===== config.mk =====
export PLATFORM = sky130hd
export DESIGN_NAME = cam_array_seq
export DESIGN_NICKNAME = d
export VERILOG_FILES = /design/src/rtl/cam_array_seq.sv
export SDC_FILE = /design/constraint.sdc
export NUM_CORES = 1
export LEC_CHECK = 0
export BUFFER_PORTS_ARGS = -buffer_cell sky130_fd_sc_hd__buf_2
export CORE_MARGIN = 8
export CORE_UTILIZATION = 55
export CTS_BUF_LIST = sky130_fd_sc_hd__clkbuf_4 sky130_fd_sc_hd__clkbuf_8
export CTS_CLUSTER_DIAMETER = 200
export DETAILED_ROUTE_END_ITERATION = 10
export PLACE_DENSITY = 0.77
export SLEW_MARGIN = 20
export SYNTH_ARGS = -nofsm -noshare
export SYNTH_HDL_FRONTEND = slang
export SYNTH_SLANG_ARGS = --single-unit

===== constraint.sdc =====
create_clock -name CLK -period 4.7 [get_ports CLK]
set_clock_uncertainty 0.1 [all_clocks]
set_input_delay 0 -clock CLK [delete_from_list [all_inputs] [get_ports CLK]]
set_output_delay 0 -clock CLK [all_outputs]
set_load 0.05 [all_outputs]

===== src/rtl/cam_array_seq.sv =====
// cam_array_seq: phases single-cycle write / search / invalidate requests
// into the wordline, data line, search line and matchline precharge pulses
// of a 9T CAM array. It also keeps the per-row valid mask and turns the
// sampled matchlines into a one-cycle priority-encoded search response.
module cam_array_seq #(
    parameter int ROWS       = 8,
    parameter int WIDTH      = 4,
    parameter int AW         = 3,
    parameter int WPULSE_CYC = 2,
    parameter int EVAL_CYC   = 2
) (
    input  logic             CLK,
    input  logic             RSTB,
    input  logic             REQ_VALID,
    output logic             REQ_READY,
    input  logic [1:0]       REQ_OP,
    input  logic [AW-1:0]    REQ_ADDR,
    input  logic [WIDTH-1:0] REQ_DATA,
    output logic [ROWS-1:0]  WLWR,
    output logic [WIDTH-1:0] DL,
    output logic [WIDTH-1:0] DLB,
    output logic [WIDTH-1:0] SL,
    output logic [WIDTH-1:0] SLB,
    output logic             MLPRE_B,
    input  logic [ROWS-1:0]  ML,
    output logic             WDONE,
    output logic             RSP_VALID,
    output logic             RSP_HIT,
    output logic             RSP_MULTI,
    output logic [AW-1:0]    RSP_ADDR,
    output logic [ROWS-1:0]  VALID
);

    typedef enum logic [2:0] {
        ST_IDLE   = 3'd0,
        ST_WSETUP = 3'd1,
        ST_WPULSE = 3'd2,
        ST_WHOLD  = 3'd3,
        ST_INV    = 3'd4,
        ST_SPRE   = 3'd5,
        ST_SEVAL  = 3'd6,
        ST_RESP   = 3'd7
    } state_t;

    localparam logic [1:0] OP_WRITE  = 2'b00;
    localparam logic [1:0] OP_SEARCH = 2'b01;
    localparam logic [1:0] OP_INV    = 2'b10;

    // Phase counter; wide enough for any practical pulse/evaluate length.
    localparam int CW = 8;

    state_t            state_r;
    logic [CW-1:0]     cnt_r;
    logic [1:0]        op_r;
    logic [AW-1:0]     addr_r;
    logic [WIDTH-1:0]  data_r;

    logic [ROWS-1:0]   wlwr_r;
    logic [WIDTH-1:0]  dl_r;
    logic [WIDTH-1:0]  dlb_r;
    logic [WIDTH-1:0]  sl_r;
    logic [WIDTH-1:0]  slb_r;
    logic              mlpre_b_r;
    logic              wdone_r;
    logic              rsp_valid_r;
    logic              rsp_hit_r;
    logic              rsp_multi_r;
    logic [AW-1:0]     rsp_addr_r;
    logic [ROWS-1:0]   valid_r;

    logic [ROWS-1:0]   hit_s;

    // One-hot row decode; an address beyond the last row selects nothing,
    // which is what makes out-of-range writes and invalidates harmless.
    function automatic logic [ROWS-1:0] row_sel(input logic [AW-1:0] a);
        logic [ROWS-1:0] v;
        v = {ROWS{1'b0}};
        for (int i = 0; i < ROWS; i++) begin
            if (a == AW'(i)) begin
                v[i] = 1'b1;
            end
        end
        return v;
    endfunction

    // Lowest-index set bit; zero when the vector is empty.
    function automatic logic [AW-1:0] lowest_idx(input logic [ROWS-1:0] v);
        logic [AW-1:0] idx;
        idx = {AW{1'b0}};
        for (int i = ROWS - 1; i >= 0; i--) begin
            if (v[i]) begin
                idx = AW'(i);
            end
        end
        return idx;
    endfunction

    // True when two or more bits are set.
    function automatic logic multi_set(input logic [ROWS-1:0] v);
        int n;
        n = 0;
        for (int i = 0; i < ROWS; i++) begin
            if (v[i]) begin
                n++;
            end
        end
        return (n > 1);
    endfunction

    // Invalid rows are masked so a stale matchline can never report a hit.
    assign hit_s     = ML & valid_r;
    assign REQ_READY = (state_r == ST_IDLE);

    assign WLWR      = wlwr_r;
    assign DL        = dl_r;
    assign DLB       = dlb_r;
    assign SL        = sl_r;
    assign SLB       = slb_r;
    assign MLPRE_B   = mlpre_b_r;
    assign WDONE     = wdone_r;
    assign RSP_VALID = rsp_valid_r;
    assign RSP_HIT   = rsp_hit_r;
    assign RSP_MULTI = rsp_multi_r;
    assign RSP_ADDR  = rsp_addr_r;
    assign VALID     = valid_r;

    // Sequencer: walks each request through its phases and drives every array-facing flop.
    always_ff @(posedge CLK or negedge RSTB) begin
        if (!RSTB) begin
            state_r     <= ST_IDLE;
            cnt_r       <= 8'd0;
            op_r        <= 2'b00;
            addr_r      <= {AW{1'b0}};
            data_r      <= {WIDTH{1'b0}};
            wlwr_r      <= {ROWS{1'b0}};
            dl_r        <= {WIDTH{1'b0}};
            dlb_r       <= {WIDTH{1'b0}};
            sl_r        <= {WIDTH{1'b0}};
            slb_r       <= {WIDTH{1'b0}};
            mlpre_b_r   <= 1'b1;
            wdone_r     <= 1'b0;
            rsp_valid_r <= 1'b0;
            rsp_hit_r   <= 1'b0;
            rsp_multi_r <= 1'b0;
            rsp_addr_r  <= {AW{1'b0}};
            valid_r     <= {ROWS{1'b0}};
        end else begin
            case (state_r)
                ST_IDLE: begin
                    if (REQ_VALID) begin
                        op_r   <= REQ_OP;
                        addr_r <= REQ_ADDR;
                        data_r <= REQ_DATA;
                        case (REQ_OP)
                            OP_WRITE: begin
                                // Data lines set up a full cycle ahead of the wordline.
                                state_r <= ST_WSETUP;
                                dl_r    <= REQ_DATA;
                                dlb_r   <= ~REQ_DATA;
                            end
                            OP_SEARCH: begin
                                state_r   <= ST_SPRE;
                                mlpre_b_r <= 1'b0;
                            end
                            default: begin
                                // Invalidate, and the reserved op as a no-op invalidate.
                                state_r <= ST_INV;
                                wdone_r <= 1'b1;
                            end
                        endcase
                    end else begin
                        state_r <= ST_IDLE;
                    end
                end
                ST_WSETUP: begin
                    wlwr_r  <= row_sel(addr_r);
                    cnt_r   <= CW'(WPULSE_CYC - 1);
                    state_r <= ST_WPULSE;
                end
                ST_WPULSE: begin
                    if (cnt_r == 8'd0) begin
                        wlwr_r  <= {ROWS{1'b0}};
                        wdone_r <= 1'b1;
                        state_r <= ST_WHOLD;
                    end else begin
                        cnt_r <= cnt_r - 8'd1;
                    end
                end
                ST_WHOLD: begin
                    // Data lines released only after a full hold cycle.
                    wdone_r <= 1'b0;
                    dl_r    <= {WIDTH{1'b0}};
                    dlb_r   <= {WIDTH{1'b0}};
                    valid_r <= valid_r | row_sel(addr_r);
                    state_r <= ST_IDLE;
                end
                ST_INV: begin
                    wdone_r <= 1'b0;
                    if (op_r == OP_INV) begin
                        valid_r <= valid_r & ~row_sel(addr_r);
                    end else begin
                        valid_r <= valid_r;
                    end
                    state_r <= ST_IDLE;
                end
                ST_SPRE: begin
                    // Precharge ends before the search lines are driven.
                    mlpre_b_r <= 1'b1;
                    sl_r      <= data_r;
                    slb_r     <= ~data_r;
                    cnt_r     <= CW'(EVAL_CYC - 1);
                    state_r   <= ST_SEVAL;
                end
                ST_SEVAL: begin
                    if (cnt_r == 8'd0) begin
                        sl_r        <= {WIDTH{1'b0}};
                        slb_r       <= {WIDTH{1'b0}};
                        rsp_valid_r <= 1'b1;
                        rsp_hit_r   <= |hit_s;
                        rsp_multi_r <= multi_set(hit_s);
                        rsp_addr_r  <= lowest_idx(hit_s);
                        state_r     <= ST_RESP;
                    end else begin
                        cnt_r <= cnt_r - 8'd1;
                    end
                end
                ST_RESP: begin
                    rsp_valid_r <= 1'b0;
                    rsp_hit_r   <= 1'b0;
                    rsp_multi_r <= 1'b0;
                    rsp_addr_r  <= {AW{1'b0}};
                    state_r     <= ST_IDLE;
                end
                default: begin
                    // Unreachable encoding: park every line in its idle level.
                    wlwr_r      <= {ROWS{1'b0}};
                    dl_r        <= {WIDTH{1'b0}};
                    dlb_r       <= {WIDTH{1'b0}};
                    sl_r        <= {WIDTH{1'b0}};
                    slb_r       <= {WIDTH{1'b0}};
                    mlpre_b_r   <= 1'b1;
                    wdone_r     <= 1'b0;
                    rsp_valid_r <= 1'b0;
                    state_r     <= ST_IDLE;
                end
            endcase
        end
    end

endmodule


==> metrics.cfg, run 1 <==
[routing]
drt-total-wl_mm = 7.75
vias_per_cell = 5.63
drt_iter0_drc = 230
firstDrtPassIters = 4
drc = 0
avgRoutedWirePerCell_um = 15.6
vias = 2800
ant_nets = 0

[yosys]
synthCells = 345
async_flop_share_pct = 100
synth_nets = 372
synth_cell_types = 53
ys.flop_type = dfrtp_1
yosysWarnings = 0
synth-seq-cells = 60
netlist_area_um2 = 3180
synthTopCellsByArea = dfrtp_1, nand2_1, o21ai_0, mux2_2, nand3_1
netlist.area_leader.share_pct = 46.4
synth-seq-area-share_pct = 47.2
synth_edf_count = 0
yosysTopAreaCell = dfrtp_1
synth_area_per_cell_um2 = 9.22

[critical_path]
cp-start-kind = register
path_buf_inv = 3
critPathMostFrequentCell = ha_1
max_stage_delay_ns = 0.52
cp.arrival_ns = 4.49
crit_fanout = 7
crit_path_top_delay_cell = xnor3_2
path_class = reg2reg
crit_path_end_kind = register
cp_cell_sequence = nand2_2, ha_2, inv_1, xnor3_2, ha_1, nand2_1, nand2_1, ha_1, nor2_1, a31o_1, inv_1, ha_1, o21ai_0, a41o_1, inv_1, ha_1, nand3_1, or3_1, o211ai_1, a31oi_1
cp_top_family = adder cells
required_ns = 4.82

[layout]
final_util_pct = 70.4
post-route-cell-area_um2 = 3900
areaGrowthSynthToFinish_pct = 22.6
fill_cells = 453
layout_common_cells = buf_2, dfrtp_1, nand2_1
fin_nets = 447
num_antenna_cells = 0
layout-drive-gt1-share_pct = 24.5
layout_commonest_cell = buf_2

[die]
start_util_pct = 57.4
coreArea_um2 = 5540
dieArea_um2 = 8470
chipWidth_um = 92.0
die_h_um = 92.0
core.rowCount = 27
ios = 61

[clock_tree]
clk_pin_slew_ns = 0.07
postCtsSetupBuffers = 0
clkLatencyLatePin_ns = 0.34
root_buffer = clkbuf_8
clk_path_buf_depth = 2
cts.sinks = 60
cts_made_buffers = 9
cts_htree_levels = 3
cts_tree = yes

[global_route]
grt.overflow.total = 0
grt_pass1_wl_mm = 13.1
grt_max_degree = 61
grt_usage_pct = 19.0
antenna_found_initial = 0
grt_pass1_vias = 2765

[power_and_ir_drop]
p_leak_nw = 1.85
ir_drop_mv = 0.511
pwr_density_cell_nw_per_um2 = 759

[timing]
fin_crit_sh_pct = 93.0
tns_ns = 0
relSlewSlack_pct = 34.2
final.min_clock_period_ns = 4.37
slew_violations = 0
final-setup-viol-count = 0
rsz0062_at_grt = false
max_freq_mhz = 229
worstMarginPinSlew_ns = 0.985
setup_slack_ns = 0.329
hold_viol = 0

[place]
post_dp_cell_area_um2 = 3540
pre_cts_slack_ns = 0.287
io_buffer_count = 60
gp_congestion = 0.923
dp_hpwl_mm = 5.63

[hold_path]
min-delay-start = ML[0]
hold_class = in2reg

[status]
status = finished, final reports clean

[flow_run]
cap_viol_max_count = 0

## power by group
group          switching [W]  internal (W)
sequential          0.000202      0.000731
clock               0.000195      0.000316
combinational        0.00103      0.000488
## worst paths after layout
kind | end | slack (ns) | cells past startpoint
worst max register to register | RSP_MULTI | 0.33 | 20
worst max-delay path | RSP_MULTI | 0.33 | 20
max in group asynchronous | asynchronous set/reset pin | 3.76 | 3
worst min-delay path | RSP_ADDR[0] | 0.003 | 4
worst min register to register | SLB[3] | 0.36 | 1
min in group asynchronous | DLB[2] | 0.25 | 3
## cells by family (layout without fill, tap and decap cells)
group,Yosys count,count (layout),synth area share (%)
xor+xnor,10,10,3.82
buf+inv,28,108,3.30
simple gates,146,146,22.3
flops,60,60,47.2
fa+ha+maj,7,7,2.75
mux,16,16,5.59
compound gates,78,78,15.0
## area by class of cell
type	count	area, um2	share of cell area [%]
multi-input cells	257	1580	40.5
repair buffers	74	438	11.2
clock buffers	11	145	3.72
well taps	72	90.1	2.31
inverters	18	67.6	1.73
flip-flops and latches	60	1500	38.5
clock inverters	5	75.1	1.93
## metal layers
metal	part of all wire [%]	routed length (um)	global-route usage, %
met5	0	0	0
met4	2.0	152	8.32
met3	5.0	386	5.05
met2	48	3690	30.2
met1	45	3520	23.8
## Yosys cell counts, types with 2 or more instances
cell and instances:
xnor2_1 4, mux2i_1 2, nor4_1 4, o31ai_1 4, a21oi_1 14, nand3_1 22, xor2_1 4, nor2_1 29
dfrtp_1 59, or3_1 3, ha_1 7, clkbuf_1 10, nand2b_1 9, a31oi_1 7, o211ai_1 3, and2_1 6
and3_1 2, nor2b_1 2, inv_1 18, nand2_1 48, mux2_2 14, nor3_1 7, o21ai_0 33, a22oi_1 2
nand4_1 4
## worst reg2reg max path, stage by stage (launching register included)
cell	delay, ns
dfrtp_1	0.43
nand2_2	0.16
ha_2	0.33
inv_1	0.12
xnor3_2	0.52
ha_1	0.30
nand2_1	0.14
nand2_1	0.08
ha_1	0.30
nor2_1	0.13
a31o_1	0.15
inv_1	0.05
ha_1	0.26
o21ai_0	0.08
a41o_1	0.24
inv_1	0.06
ha_1	0.16
nand3_1	0.07
or3_1	0.31
o211ai_1	0.17
a31oi_1	0.10
## metrics by stage
stage	hold WS [ns]	cells	power, W
after global routing	0.0178	497	0.00316
after detailed placement	0.0982	468	0.00243
after global placement	0.0964	468	0.00239
final	0.00274	497	0.00296
after CTS	0.0337	497	0.00296
after floorplan	-0.396	345	0.00208
## what timing repair did
item,in CTS,in global routing
hold endpoints to repair,80,0
hold buffers,13,0
gates resized for setup,0,3
endpoints found under the setup margin,0,1
Power figures use the tool's default switching activity.
==> run 2: changes to the inputs <==
Settings changed: CORE_MARGIN 8 to not set, HOLD_SLACK_MARGIN set to 0.1.
==> run 2 against run 1 <==
Against the previous run:
- first-iteration DRC count decreased by 45%
- total power decreased by 0.16%
- largest power group unchanged
- sequential power about the same
- critical path depth unchanged
- fmax increased by 2.1%
- largest cell class unchanged
- via count decreased by 0.50%
- clock power about the same
- hold slack improved by 0.13 ns
- utilization increased by 0.50 points
- clock-buffer cell count unchanged
==> metrics.cfg, run 2 (synthesis results as in run 1) <==
[timing]
fin_crit_sh_pct = 91.1  ; was 93.0%
worstMarginPinSlew_ns = 0.955  ; was 0.985 ns
final-setup-viol-count = 0  ; unchanged
slew_violations = 0  ; unchanged
final.min_clock_period_ns = 4.28  ; was 4.37 ns
rsz0062_at_grt = false  ; unchanged
max_freq_mhz = 233  ; was 229 MHz
tns_ns = 0  ; unchanged
relSlewSlack_pct = 36.2  ; was 34.2%
fin_hold_ws_ns = 0.129  ; was 0.00274 ns
hold_viol = 0  ; unchanged

[critical_path]
crit_path_top_delay_cell = xnor3_2  ; unchanged
crit_fanout = 6  ; was 7
path_buf_inv = 3  ; unchanged
cp_top_family = adder cells  ; unchanged
critPathMostFrequentCell = ha_1  ; unchanged
required_ns = 4.82  ; about the same
cp_cell_sequence = nand2_1, ha_4, inv_1, xnor3_2, ha_1, nand2_1, nand2_1, ha_1, nor2_1, a31o_1, inv_1, ha_1, o21ai_0, a41o_1, inv_1, ha_1, nand3_1, or3_1, o211ai_1, a31oi_1  ; was nand2_2, ha_2, inv_1, xnor3_2, ha_1, nand2_1, nand2_1, ha_1, nor2_1, a31o_1, inv_1, ha_1, o21ai_0, a41o_1, inv_1, ha_1, nand3_1, or3_1, o211ai_1, a31oi_1
path_class = reg2reg  ; unchanged
cp.arrival_ns = 4.40  ; was 4.49 ns
crit_path_end_kind = register  ; unchanged
cp-start-kind = register  ; unchanged
max_stage_delay_ns = 0.52  ; about the same

[place]
io_buffer_count = 60  ; unchanged
gp_congestion = 0.892  ; was 0.923
dp_hpwl_mm = 5.11  ; was 5.63 mm
dpl.cell_count = 468  ; unchanged

[die]
core.rowCount = 27  ; unchanged
die_h_um = 78.0  ; was 92.0 um
dieArea_um2 = 6090  ; was 8470 um2
ios = 61  ; unchanged
chipWidth_um = 78.0  ; was 92.0 um
coreArea_um2 = 5540  ; unchanged
start_util_pct = 57.4  ; unchanged

[clock_tree]
cts_htree_levels = 3  ; unchanged
cts_made_buffers = 9  ; unchanged
postCtsSetupBuffers = 0  ; unchanged
root_buffer = clkbuf_8  ; unchanged
cts.sinks = 60  ; unchanged
cts_tree = yes  ; unchanged
clkLatencyLatePin_ns = 0.34  ; about the same
clk_path_buf_depth = 2  ; unchanged
clk_pin_slew_ns = 0.07  ; about the same

[routing]
ant_nets = 0  ; unchanged
drc = 0  ; unchanged
drt-total-wl_mm = 7.27  ; was 7.75 mm
drt_iter0_drc = 126  ; was 230
avgRoutedWirePerCell_um = 14.6  ; was 15.6 um
firstDrtPassIters = 4  ; unchanged
vias_per_cell = 5.58  ; was 5.63
vias = 2786  ; was 2800

[layout]
num_antenna_cells = 0  ; unchanged
stdcell_count = 499  ; was 497
areaGrowthSynthToFinish_pct = 23.4  ; was 22.6%
fin_nets = 449  ; was 447
layout_common_cells = buf_2, dfrtp_1, nand2_1  ; unchanged
layout_commonest_cell = buf_2  ; unchanged
layout-drive-gt1-share_pct = 24.1  ; was 24.5%

[global_route]
grt_max_degree = 61  ; unchanged
grt_pass1_wl_mm = 12.3  ; was 13.1 mm
grt_pass1_vias = 2701  ; was 2765
grt.overflow.total = 0  ; unchanged
antenna_found_initial = 0  ; unchanged
grt_usage_pct = 26.1  ; was 19.0%

[power_and_ir_drop]
pwr_density_cell_nw_per_um2 = 752  ; was 759 nW/um2
p_leak_nw = 1.86  ; was 1.85 nW
ir_drop_mv = 0.537  ; was 0.511 mV

[flow_run]
cap_viol_max_count = 0  ; unchanged

[status]
status = finished, final reports clean  ; unchanged

[hold_path]
hold_class = in2reg  ; unchanged

-- run 2: changes by cell type in the layout (fill, tap and decap cells not counted), sizes merged --
cell	delta
dlygate4sd3	+2
-- run 2: final timing paths --
kind	startpoint	to	slack (ns)	cells after the start
max	register	RSP_MULTI	0.42	20
min	ML[5]	RSP_MULTI	0.13	4
max reg2reg	register	RSP_MULTI	0.42	20
min reg2reg	data_r[1]	SLB[1]	0.36	1
max in group asynchronous	RSTB	SL[1]	3.76	3
min in group asynchronous	RSTB	cnt_r[2]	0.24	3
-- run 2: power breakdown --
part	switching, W	internal [W]
Combinational	0.00101	0.000495
Clock	0.000193	0.000316
Sequential	0.000204	0.000731
-- run 2: timing repair --
| action | in CTS | in global routing |
|---|---|---|
| resized for setup | 0 | 2 |
| hold endpoints to repair | 83 | 0 |
| setup endpoints to repair | 0 | 1 |
| hold buffers | 15 | 0 |
-- run 2: area by class of cell --
cell class	instances	area [um2]
well taps	72	90.1
repair buffers	76	458
fillers	452	1610
clock buffers	11	145
inverters	18	67.6
multi-input cells	257	1590
clock inverters	5	75.1
flip-flops and latches	60	1500
-- run 2: worst min-delay path: cells and delay by family --
family | cells | cell delay (ns)
muxes | 1 | 0.23
AOI/OAI and AO/OA | 2 | 0.18
buffers and inverters | 1 | 0.10
-- run 2: stage by stage --
stage               worst slack (ns)  cell area, um2  util (%)  power [W]
global route                  0.0483            3930      70.9    0.00316
CTS                            0.332            3910      70.6    0.00295
floorplan                      0.239            3180         -    0.00208
finish                         0.417            3930      70.9    0.00295
global placement               0.504            3540      63.9    0.00238
detailed placement             0.326            3540      63.9    0.00242
-- run 2: per-layer routing --
metal	vias to the layer above	part of all wire [%]	global-route usage (%)
met5	-	0	0
met3	16	4.7	5.47
li1	1382	-	-
met4	0	2.5	12.0
met1	1313	45	34.4
met2	75	48	41.3
==> run 3: changes to the inputs <==
Settings changed: CORE_UTILIZATION 55 to 35, PLACE_DENSITY 0.77 to 0.53.
==> run 3 against run 2 <==
Against the previous run:
- via count is 1.3% lower
- fmax fell by 2.0%
- global-route usage is 9.4 points lower
- register-to-register slack got worse by 0.09 ns
- die area rose by 56%
- largest cell class unchanged
==> metrics.cfg, run 3 (synthesis results as in run 1) <==
[status]
status = finished, final reports clean  ; unchanged

[layout]
layout-drive-gt1-share_pct = 23.8  ; was 24.1%
fill_cells = 862  ; was 452
layout_common_cells = buf_2, dfrtp_1, nand2_1  ; unchanged
layout_commonest_cell = buf_2  ; unchanged
final_util_pct = 45.3  ; was 70.9%
areaGrowthSynthToFinish_pct = 24.8  ; was 23.4%
fin_nets = 447  ; was 449
num_antenna_cells = 0  ; unchanged
post-route-cell-area_um2 = 3970  ; was 3930 um2

[place]
post_dp_cell_area_um2 = 3590  ; was 3540 um2
io_buffer_count = 60  ; unchanged
dp_hpwl_mm = 5.58  ; was 5.11 mm
gp_congestion = 0.842  ; was 0.892

[timing]
worstMarginPinSlew_ns = 0.939  ; was 0.955 ns
slew_violations = 0  ; unchanged
rsz0062_at_grt = false  ; unchanged
fin_crit_sh_pct = 93.0  ; was 91.1%
final.min_clock_period_ns = 4.37  ; was 4.28 ns
max_freq_mhz = 229  ; was 233 MHz
hold_viol = 0  ; unchanged
tns_ns = 0  ; unchanged
relSlewSlack_pct = 37.3  ; was 36.2%
final-setup-viol-count = 0  ; unchanged
fin_hold_ws_ns = 0.113  ; was 0.129 ns

[critical_path]
crit_path_end_kind = register  ; unchanged
cp_top_family = adder cells  ; unchanged
path_class = reg2reg  ; unchanged
crit_fanout = 7  ; was 6
required_ns = 4.80  ; was 4.82 ns
cp-start-kind = register  ; unchanged
critPathMostFrequentCell = ha_1  ; unchanged
path_buf_inv = 2  ; was 3
cp_cell_sequence = nand2_1, ha_1, a21bo_2, o211ai_1, a21oi_1, ha_1, nand2_1, nand2_1, ha_1, nor2_1, a31o_1, inv_1, ha_1, o21ai_0, a41o_1, inv_1, ha_1, nand3_1, or3_1, o211ai_1, a31oi_1  ; was nand2_1, ha_4, inv_1, xnor3_2, ha_1, nand2_1, nand2_1, ha_1, nor2_1, a31o_1, inv_1, ha_1, o21ai_0, a41o_1, inv_1, ha_1, nand3_1, or3_1, o211ai_1, a31oi_1
cp.arrival_ns = 4.47  ; was 4.40 ns
crit_path_top_delay_cell = dfrtp_1  ; was xnor3_2
max_stage_delay_ns = 0.41  ; was 0.52 ns

[clock_tree]
clk_pin_slew_ns = 0.07  ; about the same
cts.sinks = 60  ; unchanged
clk_path_buf_depth = 2  ; unchanged
clkLatencyLatePin_ns = 0.33  ; was 0.34 ns
cts_htree_levels = 3  ; unchanged
postCtsSetupBuffers = 0  ; unchanged
root_buffer = clkbuf_8  ; unchanged
cts.repair.resized = 0  ; unchanged
cts_made_buffers = 9  ; unchanged
cts_tree = yes  ; unchanged

[die]
core.rowCount = 34  ; was 27
chipWidth_um = 97.3  ; was 78.0 um
start_util_pct = 36.3  ; was 57.4%
ios = 61  ; unchanged
dieArea_um2 = 9470  ; was 6090 um2
die_h_um = 97.3  ; was 78.0 um
coreArea_um2 = 8760  ; was 5540 um2

[routing]
ant_nets = 0  ; unchanged
drt_iter0_drc = 162  ; was 126
vias = 2751  ; was 2786
vias_per_cell = 5.16  ; was 5.58
drc = 0  ; unchanged
drt-total-wl_mm = 7.70  ; was 7.27 mm
avgRoutedWirePerCell_um = 14.4  ; was 14.6 um
firstDrtPassIters = 4  ; unchanged

[global_route]
antenna_found_initial = 0  ; unchanged
grt_max_degree = 61  ; unchanged
grt.overflow.total = 0  ; unchanged
grt_usage_pct = 16.7  ; was 26.1%
grt_pass1_vias = 2557  ; was 2701
grt_pass1_wl_mm = 12.6  ; was 12.3 mm

[flow_run]
cap_viol_max_count = 0  ; unchanged

[power_and_ir_drop]
power_w = 0.00301  ; was 0.00295 W
p_leak_nw = 1.86  ; about the same
pwr_density_cell_nw_per_um2 = 758  ; was 752 nW/um2
ir_drop_mv = 0.312  ; was 0.537 mV

[hold_path]
hold_class = in2reg  ; unchanged

==> run 3: cell types whose count changed in the layout (fill, tap and decap cells not counted), sizes merged <==
cell	previous run	this run
bufinv	2	3
clkbuf	11	12
clkinv	3	1
dlygate4sd3	15	13
==> run 3: final timing paths <==
check	to	from	cells past startpoint	slack (ns)
setup / recovery	RSP_MULTI	register	21	0.33
hold / removal	RSP_ADDR[1]	ML[1]	4	0.11
setup reg to reg	RSP_MULTI	register	21	0.33
hold reg to reg	SLB[2]	data_r[2]	1	0.36
max in group asynchronous	asynchronous set/reset pin	RSTB	3	3.71
min in group asynchronous	WLWR[7]	RSTB	3	0.26
==> run 3: final cells by class <==
type                    instances  area (um2)  share of cell area (%)
multi-input cells             257        1570                    39.6
flip-flops and latches         60        1500                    37.9
repair buffers                 74         438                    11.0
clock buffers                  12         159                    4.00
well taps                     108         135                    3.40
clock inverters                 4        95.1                    2.40
inverters                      18        67.6                    1.70
==> run 3: tightest hold or removal path, delay by kind of cell <==
kind,cells,cell delay [ns]
compound gates,2,0.24
buf+inv,1,0.11
simple gates,1,0.15
==> run 3: power by group <==
part | leakage [nW] | internal (W) | switching [W]
logic | 0.967 | 0.000480 | 0.00101
clock network | 0.130 | 0.000387 | 0.000200
registers | 0.765 | 0.000731 | 0.000204
==> run 3: routing by layer <==
layer | share of wire [%] | global-route usage [%]
met3 | 4.2 | 3.38
met5 | 0 | 0
met2 | 47 | 26.4
met1 | 48 | 23.2
met4 | 1.0 | 5.09
==> run 3: through the flow <==
step / cells / setup WS (ns)
2_1_floorplan: 345 / 0.239
3_3_place_gp: 504 / 0.471
3_5_place_dp: 504 / 0.322
4_1_cts: 533 / 0.295
5_1_grt: 533 / 0.0104
6_report: 533 / 0.331
==> run 3: what timing repair did <==
item                                    in CTS  in global routing
endpoints found under the setup margin       0                  1
hold buffers                                13                  0
endpoints found under the hold margin       84                  0
